[src/rtl/lp_pd_sequencer.sv]
// Per-domain power-down / power-up sequencer: isolation, retention save, switch
// control with ack timeout, then restore and de-isolation on the way back up.
module lp_pd_lane #(
    parameter int SETTLE_CYC  = 4,
    parameter int TIMEOUT_CYC = 64,
    parameter int CW          = $clog2(TIMEOUT_CYC + 1)
) (
    input  logic       clk_i,
    input  logic       rst_i,
    input  logic       sleep_req_i,
    input  logic       wake_req_i,
    input  logic       ack_i,
    input  logic       err_clr_i,
    output logic       pwr_en_o,
    output logic       iso_en_o,
    output logic       save_o,
    output logic       restore_o,
    output logic [2:0] state_o,
    output logic       err_o,
    output logic       busy_o
);
    typedef enum logic [2:0] {
        ST_ON = 3'd0, ST_ISO = 3'd1, ST_SAVE = 3'd2, ST_PDOWN = 3'd3,
        ST_OFF = 3'd4, ST_PUP = 3'd5, ST_RESTORE = 3'd6, ST_DEISO = 3'd7
    } state_t;

    localparam logic [CW-1:0] SETTLE_LAST = CW'(SETTLE_CYC - 1);
    localparam logic [CW-1:0] TMO_LAST    = CW'(TIMEOUT_CYC - 1);
    localparam logic [CW-1:0] CNT_MAX     = CW'(TIMEOUT_CYC);

    state_t        state_q, state_d;
    logic [CW-1:0] cnt_q, cnt_d;
    logic          err_q, err_d, set_err;
    logic          pwr_en_q, iso_en_q, save_q, restore_q, busy_q;

    always_comb begin
        state_d = state_q;
        set_err = 1'b0;
        unique case (state_q)
            ST_ON:      if (sleep_req_i) state_d = ST_ISO;
            ST_ISO:     if (cnt_q == SETTLE_LAST) state_d = ST_SAVE;
            ST_SAVE:    if (cnt_q == SETTLE_LAST) state_d = ST_PDOWN;
            ST_PDOWN: begin
                if (!ack_i) begin
                    state_d = ST_OFF;
                end else if (cnt_q == TMO_LAST) begin
                    state_d = ST_OFF;
                    set_err = 1'b1;
                end
            end
            ST_OFF:     if (wake_req_i) state_d = ST_PUP;
            ST_PUP: begin
                if (ack_i) begin
                    state_d = ST_RESTORE;
                end else if (cnt_q == TMO_LAST) begin
                    state_d = ST_OFF;
                    set_err = 1'b1;
                end
            end
            ST_RESTORE: if (cnt_q == SETTLE_LAST) state_d = ST_DEISO;
            ST_DEISO:   if (cnt_q == SETTLE_LAST) state_d = ST_ON;
            default:    state_d = ST_ON;
        endcase
        // Cleared on every entry, parked at CNT_MAX so long stays in ON/OFF never wrap.
        if (state_d != state_q)   cnt_d = '0;
        else if (cnt_q == CNT_MAX) cnt_d = cnt_q;
        else                       cnt_d = cnt_q + 1'b1;
        err_d = set_err | (err_q & ~err_clr_i);
    end

    always_ff @(posedge clk_i) begin
        if (rst_i) begin
            state_q   <= ST_ON;
            cnt_q     <= '0;
            err_q     <= 1'b0;
            pwr_en_q  <= 1'b1;
            iso_en_q  <= 1'b0;
            save_q    <= 1'b0;
            restore_q <= 1'b0;
            busy_q    <= 1'b0;
        end else begin
            state_q   <= state_d;
            cnt_q     <= cnt_d;
            err_q     <= err_d;
            pwr_en_q  <= (state_d != ST_PDOWN) && (state_d != ST_OFF);
            iso_en_q  <= (state_d != ST_ON);
            save_q    <= (state_d == ST_SAVE);
            restore_q <= (state_d == ST_RESTORE);
            busy_q    <= (state_d != ST_ON) && (state_d != ST_OFF);
        end
    end

    assign pwr_en_o  = pwr_en_q;
    assign iso_en_o  = iso_en_q;
    assign save_o    = save_q;
    assign restore_o = restore_q;
    assign state_o   = state_q;
    assign err_o     = err_q;
    assign busy_o    = busy_q;
endmodule

module lp_pd_sequencer #(
    parameter int NUM_PD      = 4,
    parameter int SETTLE_CYC  = 4,
    parameter int TIMEOUT_CYC = 64
) (
    input  logic                  upf_clk,
    input  logic                  soc_reset,
    input  logic [NUM_PD-1:0]     soc_sleep_req,
    input  logic [NUM_PD-1:0]     soc_wake_req,
    input  logic [NUM_PD-1:0]     soc_pwr_ack,
    input  logic [NUM_PD-1:0]     soc_err_clr,
    output logic [NUM_PD-1:0]     soc_pwr_en,
    output logic [NUM_PD-1:0]     soc_iso_en,
    output logic [NUM_PD-1:0]     soc_save,
    output logic [NUM_PD-1:0]     soc_restore,
    output logic [3*NUM_PD-1:0]   soc_pd_state,
    output logic [NUM_PD-1:0]     soc_err,
    output logic                  soc_busy
);
    logic [NUM_PD-1:0] busy_w;

    for (genvar g = 0; g < NUM_PD; g++) begin : g_pd
        lp_pd_lane #(
            .SETTLE_CYC (SETTLE_CYC),
            .TIMEOUT_CYC(TIMEOUT_CYC)
        ) u_lane (
            .clk_i      (upf_clk),
            .rst_i      (soc_reset),
            .sleep_req_i(soc_sleep_req[g]),
            .wake_req_i (soc_wake_req[g]),
            .ack_i      (soc_pwr_ack[g]),
            .err_clr_i  (soc_err_clr[g]),
            .pwr_en_o   (soc_pwr_en[g]),
            .iso_en_o   (soc_iso_en[g]),
            .save_o     (soc_save[g]),
            .restore_o  (soc_restore[g]),
            .state_o    (soc_pd_state[3*g +: 3]),
            .err_o      (soc_err[g]),
            .busy_o     (busy_w[g])
        );
    end

    assign soc_busy = |busy_w;
endmodule

[config.mk]
export PLATFORM = sky130hd
export DESIGN_NAME = lp_pd_sequencer
export DESIGN_NICKNAME = d
export VERILOG_FILES = /design/src/rtl/lp_pd_sequencer.sv
export SDC_FILE = /design/constraint.sdc
export NUM_CORES = 1
export LEC_CHECK = 0
export BUFFER_PORTS_ARGS = -buffer_cell sky130_fd_sc_hd__buf_4
export CAP_MARGIN = 20
export CORE_MARGIN = 2
export CORE_UTILIZATION = 57
export CTS_CLUSTER_SIZE = 28
export DETAILED_ROUTE_END_ITERATION = 6
export PLACE_DENSITY = 0.88
export SYNTH_ARGS = -nofsm -noshare
export SYNTH_HDL_FRONTEND = slang
export SYNTH_HIERARCHICAL = 1
export SYNTH_SLANG_ARGS = --single-unit
[constraint.sdc]
create_clock -name upf_clk -period 2.1 [get_ports upf_clk]
set_input_delay 0.105 -clock upf_clk [delete_from_list [all_inputs] [get_ports upf_clk]]
set_output_delay 0.105 -clock upf_clk [all_outputs]
set_load 0.1 [all_outputs]
==> results.sh <==
export IMPL_finalHoldViolations=0
export IMPL_clk_path_buf_depth=2
export IMPL_sw_frac_of_total=0.284
export IMPL_cts_sinks=64
export IMPL_hp_class="in -> reg"
export IMPL_drive_gt1_frac=0.312
export IMPL_async_flop_share=0
export IMPL_grt_pass1_wl_um=13700
export IMPL_gr_usage_all_layers=0.236
export IMPL_syn_area_sq_mm=0.00358
export IMPL_slew_viol_final=0
export IMPL_tns_ns=0
export IMPL_drtPass1Iterations=5
export IMPL_worst_ir_drop_vdd_mv=0.410
export IMPL_fin_nets=486
export IMPL_critPathKind="reg -> reg"
export IMPL_cts_tree="done"
export IMPL_r2r_cells=7
export IMPL_gr_usage_met1=0.299
export IMPL_io_buffer_count=50
export IMPL_wl_um=7930
export IMPL_synth_edf_count=0
export IMPL_clock_latency_ns=0.34
export IMPL_worst_pin_slew_ns=0.536
export IMPL_internal_power_w=0.00206
export IMPL_synthFlopType="dfxtp_1"
export IMPL_drc_errors=0
export IMPL_worstPathArrival_ns=2.25
export IMPL_antenna_left=0
export IMPL_vias=3160
export IMPL_finalSetupViolCount=0
export IMPL_power_share_clock=0.407
export IMPL_ys_warn_count=6
export IMPL_syn_inst=407
export IMPL_grtUsageMet3=0.0606
export IMPL_crit_path_max_fanout=7
export IMPL_boundaryPins=51
export IMPL_initial_core_util=0.598
export IMPL_place_congestion=0.866
export IMPL_power_frac_seq=0.448
export IMPL_wire_per_inst_um=14.7
export IMPL_maxCapViolCount=0
export IMPL_whs_path_depth=4
export IMPL_status="complete, no violations"
export IMPL_cp_required_ns=2.36
export IMPL_diodes=0
export IMPL_p_per_area_mw_per_mm2=668
export IMPL_p_total_w=0.00288
export IMPL_utilization=0.720
export IMPL_die_h_um=83.3
export IMPL_period_minus_slack_ns=1.99
export IMPL_design_core_area_sq_mm=0.00599
export IMPL_crit_path_end_kind="flip-flop"
export IMPL_die_area_sq_mm=0.00693
export IMPL_cts_root_buf="clkbuf_8"
export IMPL_maxSlewHeadroom=0.640
export IMPL_grt_use_met2=0.388
export IMPL_first_global_vias=2970
export IMPL_dp_hpwl_um=5570
export IMPL_pwr_share_comb=0.145
export IMPL_top_usage_layer="met2"
export IMPL_area_growth_pct=20.4
export IMPL_synth_cell_type_count=66
export IMPL_drt_iter0_markers=122
export IMPL_ys_ff_latch=64
export IMPL_synth_nets=433
export IMPL_clk_pin_slew_worst_paths_ns=0.07
export IMPL_syn_avg_cell_area_sq_um=8.80
export IMPL_via_per_inst=5.85
export IMPL_grt_max_degree=30
export IMPL_seq_area_frac_synth=0.358
export IMPL_max_freq_mhz=502
export IMPL_overflow=0
export IMPL_power_leakage_nw=1.70
export IMPL_rows=28
export IMPL_holdWs_ns=0.0671
export IMPL_power_switching_w=0.000819
export IMPL_finalClockSkew_ns=0.00867
export IMPL_antenna_found_initial=0
export IMPL_start_kind="flip-flop"
export IMPL_die_w_um=83.3
export IMPL_cts_hold_buf=0
export IMPL_post_route_period_util=0.949
export IMPL_h_tree_depth=3
export IMPL_cts_buffers=9
## kinds of logic after synthesis
kind of cell             count (synthesis)  share of synthesized area
AND/OR/NAND/NOR                        180                      0.311
AO/OA/AOI/OAI                           92                      0.188
flip-flops                              64                      0.358
buffers and inverters                   37                     0.0433
XOR/XNOR                                20                     0.0489
adder cells (fa/ha/maj)                  8                     0.0279
multiplexers                             6                     0.0231
## per-stage QoR
| stage | setup WS [ns] | std cells | instance area (sq um) |
|---|---|---|---|
| after CTS | 0.0380 | 540 | 4280 |
| final | 0.107 | 540 | 4310 |
| after global routing | -0.000219 | 540 | 4310 |
| after floorplan | 0.00490 | 407 | 3600 |
| after detailed placement | -0.0245 | 524 | 4040 |
| after global placement | 0.0858 | 524 | 4040 |
## metal layers
layer  up-vias  wire, um
met5         -         0
met4         0        87
met3        10       481
li1       1569         -
met2       120      3850
met1      1461      3510
## critical path, cell delays in order (launching register included)
cell and delay (ns):
dfxtp_1 0.37, ha_1 0.21, nand2_1 0.09, or3_4 0.38
nand2_1 0.15, nand3_2 0.14, mux2_4 0.39, nor3_2 0.19
## final cells by class
class                           instances  area [sq um]
Timing Repair Buffer                   56           420
Inverter                               23          86.3
Clock inverter                          6          93.8
Sequential cell                        64          1300
Multi-Input combinational cell        306          2190
Clock buffer                           10           128
Fill cell                             425          1680
Tap cell                               75          93.8
## worst paths after layout
check	slack (ns)	endpoint	from
setup / recovery	0.11	g_pd[2].u_lane/cnt_q[4]	g_pd[2].u_lane/cnt_q[1]
hold / removal	0.07	g_pd[0].u_lane/err_o	soc_err_clr[0]
setup reg to reg	0.11	g_pd[2].u_lane/cnt_q[4]	g_pd[2].u_lane/cnt_q[1]
hold reg to reg	0.54	g_pd[0].u_lane/cnt_q[6]	g_pd[0].u_lane/cnt_q[6]
## registers in the layout, indices dropped and copies added, names as in the netlist
register               flops
g_pd.u_lane/busy_o         4
g_pd.u_lane/cnt_q         28
g_pd.u_lane/err_o          4
g_pd.u_lane/iso_en_o       4
g_pd.u_lane/pwr_en_o       4
g_pd.u_lane/restore_o      4
g_pd.u_lane/save_o         4
g_pd.u_lane/state_o       12
## cells in the final DEF, fill, tap and decap left out, types with 5 or more instances in the layout
| master | instances |
|---|---|
| dfxtp_2 | 16 |
| nor2b_1 | 10 |
| ha_1 | 6 |
| o21ai_2 | 5 |
| nand3_1 | 21 |
| buf_4 | 56 |
| nor3_1 | 21 |
| and3_1 | 7 |
| o21ai_0 | 13 |
| o21ai_1 | 7 |
| nor3_2 | 12 |
| and3b_1 | 5 |
| nor2_1 | 37 |
| xnor2_1 | 9 |
| nand2_1 | 24 |
| xor2_1 | 11 |
| clkbuf_8 | 9 |
| a21oi_1 | 18 |
| inv_1 | 23 |
| a31oi_1 | 11 |
| dfxtp_1 | 48 |
| nor4_4 | 5 |
| o21a_1 | 5 |
## Yosys cell counts, drive strengths merged (4+ instances only)
| library cell | n | area (sq um) |
|---|---|---|
| dfxtp | 64 | 1280 |
| nor2 | 37 | 139 |
| nor3 | 33 | 225 |
| nand2 | 26 | 100 |
| nand3 | 25 | 153 |
| o21ai | 25 | 144 |
| inv | 23 | 86.3 |
| a21oi | 18 | 90.1 |
| nor2b | 14 | 87.6 |
| a31oi | 11 | 68.8 |
| xor2 | 11 | 96.3 |
| xnor2 | 9 | 78.8 |
| and3 | 8 | 51.3 |
| buf | 8 | 45.0 |
| ha | 8 | 100 |
| nor4 | 8 | 125 |
| o21a | 7 | 67.6 |
| clkbuf | 6 | 23.8 |
| a211oi | 5 | 47.5 |
| and2 | 5 | 33.8 |
| and3b | 5 | 43.8 |
| or3 | 5 | 46.3 |
| mux2i | 4 | 52.6 |
| nor3b | 4 | 30.0 |
## power groups by stage
stage               clock [W]  sequential, W  combinational [W]
CTS                   0.00120        0.00129           0.000415
global placement            0        0.00131           0.000399
finish                0.00117        0.00129           0.000419
floorplan                   0        0.00141           0.000211
detailed placement          0        0.00132           0.000409
global route          0.00126        0.00130           0.000446
## repair_timing
action / CTS / global route
resized for setup: 3 / 12
cloned: 0 / 0
buffers inserted: 0 / 0
endpoints found under the setup margin: 8 / 24
pin swaps: 0 / 0
No activity file was read; power rests on OpenSTA's default activity.
